[config.mk]
export PLATFORM = sky130hd
export DESIGN_NAME = uart_rx_flat
export DESIGN_NICKNAME = d
export VERILOG_FILES = /design/src/rtl/uart_pkg.sv /design/src/rtl/uart_rx_if.sv /design/src/rtl/uart_baud_tick.sv /design/src/rtl/uart_rx.sv /design/src/flat_wrapper.sv
export SDC_FILE = /design/constraint.sdc
export NUM_CORES = 1
export LEC_CHECK = 0
export ABC_AREA = 0
export BUFFER_PORTS_ARGS = -buffer_cell sky130_fd_sc_hd__buf_2
export CORE_ASPECT_RATIO = 1.2
export CORE_MARGIN = 2
export CORE_UTILIZATION = 59
export DETAILED_ROUTE_END_ITERATION = 10
export PLACE_DENSITY = 0.78
export REMOVE_ABC_BUFFERS = 1
export SYNTH_ARGS = -nofsm -noshare
export SYNTH_HDL_FRONTEND = slang
export SYNTH_HIERARCHICAL = 1
export SYNTH_SLANG_ARGS = --single-unit
[constraint.sdc]
create_clock -name clk -period 3 [get_ports clk]
set_clock_uncertainty 0.2 [all_clocks]
set_input_delay 0 -clock clk [delete_from_list [all_inputs] [get_ports clk]]
set_output_delay 0 -clock clk [all_outputs]
set_load 0.1 [all_outputs]
[src/rtl/uart_pkg.sv]
// Shared UART receiver types and oversampling constants.
// UART_RX_PARITY_EN adds the even-parity state.
package uart_pkg;

  localparam int OVERSAMPLE = 16;

  localparam logic [3:0] MID_TICK  = 4'd8;
  localparam logic [3:0] SAMP_A    = 4'd7;
  localparam logic [3:0] SAMP_B    = 4'd8;
  localparam logic [3:0] SAMP_C    = 4'd9;
  localparam logic [3:0] LAST_TICK = 4'(OVERSAMPLE - 1);

  typedef enum logic [2:0] {
    ST_IDLE   = 3'd0,
    ST_START  = 3'd1,
    ST_DATA   = 3'd2,
`ifdef UART_RX_PARITY_EN
    ST_PARITY = 3'd3,
`endif
    ST_STOP   = 3'd4,
    ST_BREAK  = 3'd5
  } rx_state_e;

  function automatic logic maj3(
    input logic a,
    input logic b,
    input logic c
  );
    return (a & b) | (a & c) | (b & c);
  endfunction

endpackage

[src/rtl/uart_rx_if.sv]
// Received-byte output bundle of the UART receiver.
// The receiver drives it through the master modport.
interface uart_rx_if;
  import uart_pkg::*;

  logic       rxReady;
  logic [7:0] rxData;
  logic       rxError;
  logic       rxBusy;

  modport master (
    output rxReady,
    output rxData,
    output rxError,
    output rxBusy
  );

  modport slave (
    input rxReady,
    input rxData,
    input rxError,
    input rxBusy
  );

endinterface

[src/rtl/uart_baud_tick.sv]
// Oversample tick generator: one pulse every DIV clocks.
// A synchronous restart realigns the phase to a start edge.
module uart_baud_tick
  import uart_pkg::*;
#(
  parameter int DIV = 1
) (
  input  logic clk,
  input  logic rst_n,
  input  logic restart,
  output logic tick
);

  localparam int CW = (DIV > 1) ? $clog2(DIV) : 1;
  localparam logic [CW-1:0] TOP = CW'(DIV - 1);

  if (DIV < 1) begin : g_div_chk
    $error("uart_baud_tick: DIV must be at least 1");
  end

  logic [CW-1:0] cnt_q, cnt_d;

  always_comb begin
    cnt_d = cnt_q + CW'(1);
    if (restart || cnt_q == TOP) begin
      cnt_d = '0;
    end
  end

  assign tick = (cnt_q == TOP);

  always_ff @(posedge clk or negedge rst_n) begin
    if (!rst_n) begin
      cnt_q <= '0;
    end else begin
      cnt_q <= cnt_d;
    end
  end

endmodule

[src/rtl/uart_rx.sv]
// 16x oversampled 8N1 UART receiver with majority voting.
// Define UART_RX_PARITY_EN for an even-parity bit before stop.
module uart_rx
  import uart_pkg::*;
#(
  parameter int CLK_FREQ = 50000000,
  parameter int BAUD     = 115200
) (
  input  logic      clk,
  input  logic      rst_n,
  input  logic      rxd,
  uart_rx_if.master rx_if
);

  localparam int DIV = CLK_FREQ / (BAUD * OVERSAMPLE);

  logic       sync1_q, sync2_q, prev_q;
  rx_state_e  state_q, state_d;
  logic [3:0] tcnt_q, tcnt_d;
  logic [2:0] bit_q, bit_d;
  logic [7:0] shreg_q, shreg_d;
  logic [7:0] data_q, data_d;
  logic       s7_q, s7_d;
  logic       s8_q, s8_d;
  logic       rdy_q, rdy_d;
  logic       err_q, err_d;
  logic       busy_q, busy_d;
`ifdef UART_RX_PARITY_EN
  logic       par_q, par_d;
`endif

  logic rx_s;
  logic maj;
  logic tick;
  logic restart;

  assign rx_s = sync2_q;
  assign maj  = maj3(s7_q, s8_q, rx_s);

  uart_baud_tick #(
    .DIV(DIV)
  ) u_tick (
    .clk    (clk),
    .rst_n  (rst_n),
    .restart(restart),
    .tick   (tick)
  );

  always_comb begin
    state_d = state_q;
    tcnt_d  = tcnt_q;
    bit_d   = bit_q;
    shreg_d = shreg_q;
    data_d  = data_q;
    s7_d    = s7_q;
    s8_d    = s8_q;
    rdy_d   = 1'b0;
    err_d   = 1'b0;
    busy_d  = busy_q;
    restart = 1'b0;
`ifdef UART_RX_PARITY_EN
    par_d   = par_q;
`endif

    if (tick) begin
      unique case (1'b1)
        (tcnt_q == SAMP_A): s7_d = rx_s;
        (tcnt_q == SAMP_B): s8_d = rx_s;
        default: ;
      endcase
    end

    unique case (state_q)
      ST_IDLE: begin
        if (!rx_s && prev_q) begin
          state_d = ST_START;
          tcnt_d  = '0;
          busy_d  = 1'b1;
          restart = 1'b1;
        end
      end
      ST_START: begin
        if (tick) begin
          tcnt_d = tcnt_q + 4'd1;
          if (tcnt_q == MID_TICK && rx_s) begin
            state_d = ST_IDLE;
            busy_d  = 1'b0;
          end else if (tcnt_q == LAST_TICK) begin
            state_d = ST_DATA;
            bit_d   = '0;
          end
        end
      end
      ST_DATA: begin
        if (tick) begin
          tcnt_d = tcnt_q + 4'd1;
          if (tcnt_q == SAMP_C) begin
            shreg_d = {maj, shreg_q[7:1]};
          end
          if (tcnt_q == LAST_TICK) begin
            bit_d = bit_q + 3'd1;
            if (bit_q == 3'd7) begin
`ifdef UART_RX_PARITY_EN
              state_d = ST_PARITY;
`else
              state_d = ST_STOP;
`endif
            end
          end
        end
      end
`ifdef UART_RX_PARITY_EN
      ST_PARITY: begin
        if (tick) begin
          tcnt_d = tcnt_q + 4'd1;
          if (tcnt_q == SAMP_C) begin
            par_d = maj;
          end
          if (tcnt_q == LAST_TICK) begin
            state_d = ST_STOP;
          end
        end
      end
`endif
      ST_STOP: begin
        if (tick) begin
          tcnt_d = tcnt_q + 4'd1;
          if (tcnt_q == SAMP_C) begin
            if (maj) begin
              state_d = ST_IDLE;
              busy_d  = 1'b0;
`ifdef UART_RX_PARITY_EN
              if (^{shreg_q, par_q}) begin
                err_d = 1'b1;
              end else begin
                data_d = shreg_q;
                rdy_d  = 1'b1;
              end
`else
              data_d = shreg_q;
              rdy_d  = 1'b1;
`endif
            end else begin
              err_d   = 1'b1;
              state_d = ST_BREAK;
              tcnt_d  = '0;
            end
          end
        end
      end
      ST_BREAK: begin
        // Needs a full bit time of continuous idle before re-arming
        if (tick) begin
          if (!rx_s) begin
            tcnt_d = '0;
          end else if (tcnt_q == LAST_TICK) begin
            tcnt_d  = '0;
            state_d = ST_IDLE;
            busy_d  = 1'b0;
          end else begin
            tcnt_d = tcnt_q + 4'd1;
          end
        end
      end
      default: begin
        state_d = ST_IDLE;
        busy_d  = 1'b0;
      end
    endcase
  end

  always_ff @(posedge clk or negedge rst_n) begin
    if (!rst_n) begin
      sync1_q <= 1'b1;
      sync2_q <= 1'b1;
      prev_q  <= 1'b1;
      state_q <= ST_IDLE;
      tcnt_q  <= '0;
      bit_q   <= '0;
      shreg_q <= '0;
      data_q  <= '0;
      s7_q    <= 1'b1;
      s8_q    <= 1'b1;
      rdy_q   <= 1'b0;
      err_q   <= 1'b0;
      busy_q  <= 1'b0;
`ifdef UART_RX_PARITY_EN
      par_q   <= 1'b0;
`endif
    end else begin
      sync1_q <= rxd;
      sync2_q <= sync1_q;
      prev_q  <= sync2_q;
      state_q <= state_d;
      tcnt_q  <= tcnt_d;
      bit_q   <= bit_d;
      shreg_q <= shreg_d;
      data_q  <= data_d;
      s7_q    <= s7_d;
      s8_q    <= s8_d;
      rdy_q   <= rdy_d;
      err_q   <= err_d;
      busy_q  <= busy_d;
`ifdef UART_RX_PARITY_EN
      par_q   <= par_d;
`endif
    end
  end

  assign rx_if.rxReady = rdy_q;
  assign rx_if.rxData  = data_q;
  assign rx_if.rxError = err_q;
  assign rx_if.rxBusy  = busy_q;

endmodule

[src/flat_wrapper.sv]
// flat-port wrapper written by rule: the top's interface ports become plain ports
module uart_rx_flat import uart_pkg::*;
#(
  parameter int CLK_FREQ = 50000000,
  parameter int BAUD     = 115200
)
  (clk, rst_n, rxd, rx_if_rxReady, rx_if_rxData, rx_if_rxError, rx_if_rxBusy);
  uart_rx_if rx_if_i ();
  input  logic clk;
  input  logic rst_n;
  input  logic rxd;
  output wire logic [$bits(rx_if_i.rxReady)-1:0] rx_if_rxReady;
  output wire logic [$bits(rx_if_i.rxData)-1:0] rx_if_rxData;
  output wire logic [$bits(rx_if_i.rxError)-1:0] rx_if_rxError;
  output wire logic [$bits(rx_if_i.rxBusy)-1:0] rx_if_rxBusy;
  assign rx_if_rxReady = rx_if_i.rxReady;
  assign rx_if_rxData = rx_if_i.rxData;
  assign rx_if_rxError = rx_if_i.rxError;
  assign rx_if_rxBusy = rx_if_i.rxBusy;
  uart_rx #(.CLK_FREQ(CLK_FREQ), .BAUD(BAUD)) u_core (.clk(clk), .rst_n(rst_n), .rxd(rxd), .rx_if(rx_if_i));
endmodule
After elaboration in Yosys (flattened, before gate mapping)
Index checks and enable logic that the tools add are counted.

Register bits after elaboration: 39. Input bits: 3. Output and inout bits: 11. Logic and storage cells: 114.

Add/subtract/negate cells: 3. Equal/unequal tests: 26. Muxes and demuxes: 49. Bitwise operators: 6. Reductions and logical operators: 16.

Operators by type and width (count): 3-bit 2-to-1 mux (17); 4-bit 2-to-1 mux (8); 2-bit by 1-bit != test with 1-bit output, second input constant (14); 1-bit 2-to-1 mux (19); 4-bit one-hot mux with 4 select lines (1); 3-bit one-hot mux with 5 select lines (1); 4-bit equality test, second input constant (3); 11-bit AND reduction (1); 10-bit AND reduction (1); 3-bit equality test, second input constant (3); 3-bit one-hot mux with 2 select lines (1); 6-bit AND reduction (1); 5-bit by 1-bit adder with 5-bit output, second input constant (1); 5-bit equality test, second input constant (1); 5-bit 2-to-1 mux (1); 1-bit one-hot mux with 5 select lines (1); 5-bit AND reduction (1); 4-bit by 1-bit adder with 4-bit output, second input constant (1); 4-bit by 3-bit equality test with 1-bit output, second input constant (1); 2-bit AND reduction (2); 4-bit AND reduction (1); 4-bit nonzero test (1); 3-bit by 1-bit adder with 3-bit output, second input constant (1); 1-bit AND (3); other kinds (13) (15).

Logic depth before layout (Yosys ltp)
Gate-level depths: netlist (run 1).

Word-level depth: 7. Gate-level depth with buffers: 10.

Modules after synthesis
Netlist (run 1), hierarchy kept.

By module, submodules not included: uart_rx (instances 1, cells each 150, area an instance 1676.6 µm², seq. area each 857.1 µm²); uart_baud_tick (instances 1, cells each 22, area an instance 284.0 µm², seq. area each 125.1 µm²).

Worst setup path before layout (run 1)
Ideal clock, no wire load.

Path type: register to register. Start point: register u_core.u_tick.cnt_q[0]. End point: register u_core.shreg_q[0]. Arrival: 1840 ps. Path slack: 835 ps. Stages on the path, launching flop included: 9. Buffers on the path: 3. Cells stage by stage: dfrtp_1 -> inv_1 -> ha_1 -> and4b_1 -> buf_6 -> clkbuf_1 -> and3_1 -> buf_4 -> mux2_2.

Longest elaborated chain between the ends: 2.

RTL lines: start: declaration (line uart_baud_tick.sv:21) `logic [CW-1:0] cnt_q, cnt_d;`; start signal: assignment (line uart_baud_tick.sv:36) `cnt_q <= cnt_d;`; 5-bit equality test (line uart_baud_tick.sv:30) `assign tick = (cnt_q == TOP);`; via u_core.tick (line uart_rx.sv:34) `logic tick;`; 3-bit AND reduction (no line); end signal: assignment (line uart_rx.sv:197) `shreg_q <= shreg_d;`; end: declaration (line uart_rx.sv:21) `logic [7:0] shreg_q, shreg_d;`.

The timed path passes the listed nets, and every way through them passes these cells. A chain may end at the register's enable or synchronous reset.

Worst setup path in the final report (run 1)
Ends and elaborated chain as after synthesis.

==> results of run 1 <==
worst paths after layout:
path / from / to / slack [ns] / cells after the start
max reg2reg: u_core/u_tick/cnt_q[0]$_DFF_PN0_ / u_core/shreg_q[0]$_DFFE_PN0P_ / 0.70 / 5
max: u_core/u_tick/cnt_q[0]$_DFF_PN0_ / u_core/shreg_q[0]$_DFFE_PN0P_ / 0.70 / 5
min in group clk: rxd / u_core/sync1_q$_DFF_PN1_ / 0.11 / 2
min: rst_n / u_core/tcnt_q[3]$_DFFE_PN0P_ / 0.07 / 2
min reg2reg: u_core/sync1_q$_DFF_PN1_ / u_core/rx_s$_DFF_PN1_ / 0.16 / 0
max in group asynchronous: rst_n / u_core/bit_q[1]$_DFFE_PN0P_ / 2.00 / 2
state kept, by name, indices dropped and copies added (netlist names), 3 cells and up:
register and cells:
u_core/shreg_q 8, u_core/state_q 3, u_core/bit_q 3, u_core/u_tick/cnt_q 5, u_core/rx_if.rxData 8, u_core/tcnt_q 4
per-layer routing:
layer	vias to the layer above	part of all wire	global-route usage
li1	657	-	-
met1	679	0.44	0.266
met2	28	0.51	0.344
met3	7	0.040	0.0651
met4	0	0.015	0.0685
met5	-	0	0
final cells by class:
class / count / area (um^2) / share of cell area
clock buffer: 7 / 55.1 / 0.0260
tap: 36 / 45.0 / 0.0213
sequential: 39 / 982 / 0.464
multi-input combinational: 118 / 905 / 0.427
timing repair buffer: 17 / 100 / 0.0473
inverter: 7 / 26.3 / 0.0124
clock inverter: 1 / 5.00 / 0.00236
synth_stat cells (all sizes together):
| master | number | area share |
|---|---|---|
| o21a | 1 | 0.0038 |
| ha | 7 | 0.045 |
| and3 | 3 | 0.0096 |
| maj3 | 1 | 0.0057 |
| or2 | 2 | 0.0064 |
| nand3b | 2 | 0.0077 |
| clkbuf | 1 | 0.0019 |
| o22ai | 1 | 0.0032 |
| o21ai | 11 | 0.028 |
| o211ai | 3 | 0.014 |
| a22o | 2 | 0.0089 |
| nor2 | 6 | 0.013 |
| mux2 | 17 | 0.098 |
| a21o | 2 | 0.0077 |
| o32ai | 1 | 0.0045 |
| buf | 7 | 0.022 |
| a21oi | 4 | 0.012 |
| and2b | 1 | 0.0045 |
| nand3 | 5 | 0.013 |
| dfrtp | 34 | 0.43 |
| nand4b | 2 | 0.0089 |
| nand4 | 2 | 0.0064 |
| nor4b | 2 | 0.0089 |
| nor4 | 2 | 0.022 |
| nor3 | 5 | 0.013 |
| and4 | 2 | 0.0089 |
| a31o | 1 | 0.0045 |
| or3b | 1 | 0.0045 |
| dfstp | 5 | 0.067 |
| nand2b | 2 | 0.0064 |
| inv | 7 | 0.013 |
| xnor2 | 1 | 0.0045 |
| nor3b | 3 | 0.017 |
| a32oi | 2 | 0.0089 |
| o21bai | 2 | 0.0077 |
| nor2b | 1 | 0.0032 |
| o221ai | 1 | 0.0045 |
| and3b | 1 | 0.0045 |
| nand2 | 17 | 0.034 |
| and4b | 1 | 0.0051 |
| mux2i | 1 | 0.0051 |
power groups by stage:
stage	Sequential [mW]	Combinational (mW)	Clock [mW]
2_1_floorplan	0.750	0.388	0
3_3_place_gp	0.744	0.507	0
3_5_place_dp	0.751	0.524	0
4_1_cts	0.742	0.529	0.285
5_1_grt	0.762	0.585	0.304
6_report	0.744	0.531	0.274
logic make-up after synthesis:
logic type	share of synthesized area
xor+xnor	0.00447
buf+inv	0.0377
flops	0.501
mux	0.103
simple gates	0.196
compound gates	0.108
fa+ha+maj	0.0504
timing repair:
action                                  4_1_cts  5_1_grt
hold endpoints to repair                     40        0
endpoints found under the setup margin        0        0
hold buffers                                  2        0
gates resized for setup                       0        0
setup buffers                                 0        0
worst max-delay path: cells and delay by family (launching register included):
family / cells / cell delay (ns)
simple gates: 2 / 0.97
flops: 1 / 0.43
mux: 1 / 0.39
fa+ha+maj: 1 / 0.13
buf+inv: 1 / 0.08
==> results.py, run 1 <==
metrics = {
    "status": {
        "outcome": "finished, final reports clean",
    },
    "logic_synthesis": {
        "synthDistinctLibCells": 49,
        "ys_ff_latch": 39,
        "syn_inst": 172,
        "synth_area_per_cell_um2": 11.4,
        "ys_seq_area_frac": 0.501,
        "synth_warnings": 6,
        "syn-cell-area_mm2": 0.00196,
    },
    "job": {
        "maxCapViolCount": 0,
    },
    "place": {
        "gp_congestion": 0.899,
        "dp_slack_ns": 0.731,
        "dpl.hpwl_um": 2520,
        "port_buffers": 13,
        "dp.cells": 215,
        "dpl_cell_area_mm2": 0.00204,
    },
    "sta": {
        "fin_ws_ns": 0.696,
        "drv_slew": 0,
        "worstMarginPinSlew_ns": 0.830,
        "fmax_ghz": 0.434,
        "relSlewSlack": 0.446,
        "timing.setup.tns_ns": 0,
        "final_hold_viol_count": 0,
        "fin_crit_sh": 0.768,
        "rsz0062_at_grt": "false",
        "whs_ns": 0.0682,
        "period_minus_slack_ns": 2.30,
        "setup_viol": 0,
    },
    "cells_and_area": {
        "antennaDiodeCount": 0,
        "nFillCells": 246,
        "mostFrequentLayoutCells": "34 x dfrtp_1, 17 x mux2_2, 16 x nand2_1",
        "nets": 198,
        "layout.cells.non_filler": 225,
        "syn2layout_area_growth_pct": 8.04,
        "layout_commonest_cell": "dfrtp_1",
        "final_cell_area_mm2": 0.00212,
        "utilization": 0.681,
        "drive_above_1_share": 0.302,
    },
    "clocking": {
        "clockBufferDepth": 2,
        "cts.sinks": 39,
        "clockRootBuffer": "clkbuf_4",
        "htreeDepth": 2,
        "insertion_delay_ns": 0.35,
        "cts_buffers": 5,
        "path_clk_slew_ns": 0.11,
        "cts_tree": "built",
    },
    "global_route": {
        "grt_pass1_wl_um": 6040,
        "grt_pass1_vias": 1273,
        "grt_max_degree": 40,
        "antenna_found_initial": 0,
        "track_usage": 0.210,
        "overflow": 0,
    },
    "routing": {
        "antenna_left": 0,
        "drt_first_iter_violations": 47,
        "vias": 1371,
        "via_per_inst": 6.09,
        "dr.pass1.iters": 4,
        "post_drt_wl_per_cell_um": 15.3,
        "wirelength_um": 3450,
        "drc_errors": 0,
    },
    "power": {
        "p_leak_nw": 1.02,
        "p_sw_frac": 0.392,
        "clkPwrFrac": 0.177,
        "p_per_area_mw_per_mm2": 731,
        "p_seq_frac": 0.481,
        "internal_power_mw": 0.942,
        "pwr-share-comb": 0.343,
        "peakVddDrop_v": 0.000634,
        "fin_total_pwr_mw": 1.55,
        "p_sw_mw": 0.607,
    },
    "floorplan": {
        "die_w_um": 56.6,
        "die_h_um": 67.2,
        "initial_core_util": 0.630,
        "die-area_mm2": 0.00380,
        "io_pins": 14,
        "design.core.area_mm2": 0.00311,
        "fp-row-count": 22,
    },
    "critical_path": {
        "crit_arrival_ns": 2.35,
        "path_cells": "inv_1 > ha_1 > and4b_1 > and3_1 > mux2_2",
        "start_kind": "flip-flop",
        "critPathMaxFanout": 14,
        "cp_slowest_cell": "and4b_1",
        "cp.required_ns": 3.04,
        "cp-end-kind": "flip-flop",
        "critPathMaxStageDelay_ns": 0.52,
        "crit_type": "flip-flop to flip-flop",
    },
    "worst_hold_path": {
        "hold_path_class": "input pin to asynchronous set/reset pin",
    },
}
(Power assumes the default switching activity.)
==> inputs of run 2 (changes only) <==
- ABC_AREA: 0 -> 1
- CORE_UTILIZATION: 59 -> 54
- PLACE_DENSITY: 0.78 -> 0.75
- clock period: 3 -> 2.11 ns (I/O delays scaled with it)
==> results.py, run 2 <==
metrics = {
    "logic_synthesis": {
        "synth_warnings": 6,
        "syn-cell-area_mm2": 0.00206,
        "ys_seq_area_frac": 0.476,
        "post-synth-top-count-cell": "nand2_1",
        "ys_ff_latch": 39,
        "async_flop_share": 1.00,
        "synth_common_cells": "65 x nand2_1, 34 x dfrtp_1, 29 x inv_1",
        "ys.flop_type": "dfrtp_1",
        "ys_top_cells_by_area": "dfrtp_1 41%, nand2_1 12%, dfstp_2 6.4%",
        "yosysTopAreaCell": "dfrtp_1",
        "synth_top_area_frac": 0.412,
        "synth_area_per_cell_um2": 8.42,
        "synth_edf_count": 0,
        "syn_inst": 245,
        "synthDistinctLibCells": 25,
    },
    "clocking": {
        "clockBufferDepth": 2,
        "postCtsSetupBuffers": 0,
        "cts.sinks": 39,
        "cts_buffers": 5,
        "cts_tree": "built",
        "clockRootBuffer": "clkbuf_8",
        "htreeDepth": 2,
        "path_clk_slew_ns": 0.07,
        "insertion_delay_ns": 0.29,
    },
    "cells_and_area": {
        "layout.cells.non_filler": 315,
        "layout_commonest_cell": "nand2_1",
        "multi_input_area_um2": 905,
        "mostFrequentLayoutCells": "65 x nand2_1, 34 x dfrtp_1, 29 x inv_1",
        "nFillCells": 340,
        "syn2layout_area_growth_pct": 11.3,
        "seqCellArea_um2": 982,
        "nets": 272,
        "drive_above_1_share": 0.243,
        "antennaDiodeCount": 0,
    },
    "routing": {
        "via_per_inst": 4.99,
        "antenna_left": 0,
        "dr.pass1.iters": 4,
        "top_layer_used": "met4",
        "wirelength_um": 3660,
        "met3WireLength_um": 109,
        "drc_errors": 0,
        "drt_first_iter_violations": 49,
        "wl_met1_um": 1690,
        "post_drt_wl_per_cell_um": 11.6,
        "vias": 1572,
        "met2WireLength_um": 1760,
    },
    "critical_path": {
        "rrSetupSlack_ns": 0.16,
        "start_kind": "flip-flop",
        "r2r-start": "u_core/u_tick/cnt_q[0]$_DFF_PN0_",
        "rr_worst_depth": 13,
        "worst_path_dominant_cell_family": "simple AND/OR/NAND/NOR gates",
        "cp.required_ns": 2.10,
        "path_cells": "inv_1 > ha_1 > nand2_1 > inv_1 > nand2_2 > inv_1 > inv_2 > nand3_1 > nand2_1 > nor2_4 > nand3_2 > nand2_1 > nand2_1",
        "cp_slowest_cell": "dfrtp_1",
        "crit_type": "flip-flop to flip-flop",
        "path_buf_inv": 4,
        "critPathMaxFanout": 8,
        "critPathMaxStageDelay_ns": 0.43,
        "crit_arrival_ns": 1.94,
        "cp-end-kind": "flip-flop",
        "r2r_end": "u_core/state_q[2]$_DFFE_PN0P_",
        "cpMostUsedCell": "nand2_1",
    },
    "sta": {
        "period_minus_slack_ns": 1.95,
        "drv_slew": 0,
        "worstMarginPinSlew_ns": 0.831,
        "setup_viol": 0,
        "final_hold_viol_count": 0,
        "rsz0062_at_grt": "false",
        "timing.setup.tns_ns": 0,
        "relSlewSlack": 0.446,
        "fmax_ghz": 0.512,
        "fin_crit_sh": 0.925,
    },
    "floorplan": {
        "die-area_mm2": 0.00433,
        "fp-row-count": 24,
        "die_h_um": 71.7,
        "design.core.area_mm2": 0.00366,
        "die_w_um": 60.4,
        "initial_core_util": 0.563,
        "io_pins": 14,
    },
    "worst_hold_path": {
        "hold_start": "rxd",
        "hold_path_class": "input pin to flip-flop",
        "whs_path_depth": 2,
        "min_to": "u_core/sync1_q$_DFF_PN1_",
    },
    "global_route": {
        "track_usage": 0.202,
        "grt_pass1_vias": 1538,
        "overflow": 0,
        "grt_max_degree": 40,
        "grt_pass1_wl_um": 6530,
        "antenna_found_initial": 0,
    },
    "status": {
        "outcome": "finished, final reports clean",
    },
    "power": {
        "pwr-share-comb": 0.276,
        "clkPwrFrac": 0.289,
        "fin_total_pwr_mw": 2.21,
        "p_per_area_mw_per_mm2": 962,
        "p_leak_nw": 1.18,
        "p_seq_frac": 0.435,
        "p_sw_mw": 0.778,
        "peakVddDrop_v": 0.000548,
        "internal_power_mw": 1.43,
        "p_sw_frac": 0.352,
    },
    "place": {
        "dpl.hpwl_um": 2590,
        "port_buffers": 13,
        "dp.cells": 305,
        "gp_congestion": 0.902,
    },
    "job": {
        "maxCapViolCount": 0,
    },
}
run 2: stage by stage:
| stage | hold slack [ns] | setup WS [ns] | utilization | area [um^2] |
|---|---|---|---|---|
| final | 0.143 | 0.158 | 0.627 | 2300 |
| after CTS | 0.134 | 0.122 | 0.624 | 2290 |
| after detailed placement | -0.0938 | 0.153 | 0.587 | 2150 |
| after global placement | -0.0948 | 0.214 | 0.587 | 2150 |
| after floorplan | -0.496 | 0.332 | - | 2020 |
| after global routing | 0.159 | 0.0143 | 0.627 | 2300 |
run 2: worst register-to-register path, cell delays in order (launching register included):
cell and delay (ns):
dfrtp_1 0.43, inv_1 0.08, ha_1 0.13, nand2_1 0.05, inv_1 0.06, nand2_2 0.06
inv_1 0.12, inv_2 0.10, nand3_1 0.12, nand2_1 0.10, nor2_4 0.17, nand3_2 0.11
nand2_1 0.07, nand2_1 0.05
run 2: cell families after synthesis:
logic type,count (synthesis),share of synthesized area
AO/OA/AOI/OAI,26,0.0776
buffers and inverters,43,0.0904
XOR/XNOR,3,0.0127
AND/OR/NAND/NOR,127,0.301
flip-flops,39,0.476
adder cells (fa/ha/maj),7,0.0424
run 2: per-layer routing:
layer	vias up	global-route usage
met5	-	0
met4	0	0.0894
li1	808	-
met1	724	0.239
met3	8	0.0505
met2	32	0.341
run 2: power by group through the flow:
stage          Sequential, mW  Clock, mW  Combinational [mW]
2_1_floorplan            1.01          0               0.438
3_3_place_gp            0.969          0               0.598
3_5_place_dp            0.970          0               0.613
4_1_cts                 0.959      0.658               0.617
5_1_grt                 0.977      0.688               0.698
6_report                0.961      0.639               0.610
run 2: repair_timing:
action | CTS | global route
hold buffers | 2 | 0
resized for setup | 0 | 2
hold endpoints to repair | 35 | 0
setup endpoints to repair | 0 | 8
run 2: worst max path at each step:
stage,slack [ns],cells past startpoint,startpoint,to
3_3_place_gp,0.21,12,u_core/u_tick/cnt_q[0]$_DFF_PN0_,u_core/rx_if.rxData[0]$_DFFE_PN0P_
2_1_floorplan,0.33,12,u_core/u_tick/cnt_q[0]$_DFF_PN0_,u_core/rx_if.rxData[0]$_DFFE_PN0P_
4_1_cts,0.12,12,u_core/u_tick/cnt_q[0]$_DFF_PN0_,u_core/rx_if.rxData[0]$_DFFE_PN0P_
3_5_place_dp,0.15,12,u_core/u_tick/cnt_q[0]$_DFF_PN0_,u_core/rx_if.rxData[0]$_DFFE_PN0P_
6_report,0.16,13,u_core/u_tick/cnt_q[0]$_DFF_PN0_,u_core/state_q[2]$_DFFE_PN0P_
5_1_grt,0.01,12,u_core/u_tick/cnt_q[0]$_DFF_PN0_,u_core/rx_if.rxData[0]$_DFFE_PN0P_
run 2: area by class of cell:
class | instances | area share
clock buffer | 6 | 0.0359
clock inverter | 2 | 0.0153
inverter | 38 | 0.0621
multi-input combinational | 163 | 0.394
sequential | 39 | 0.428
tap | 52 | 0.0283
timing repair buffer | 15 | 0.0370
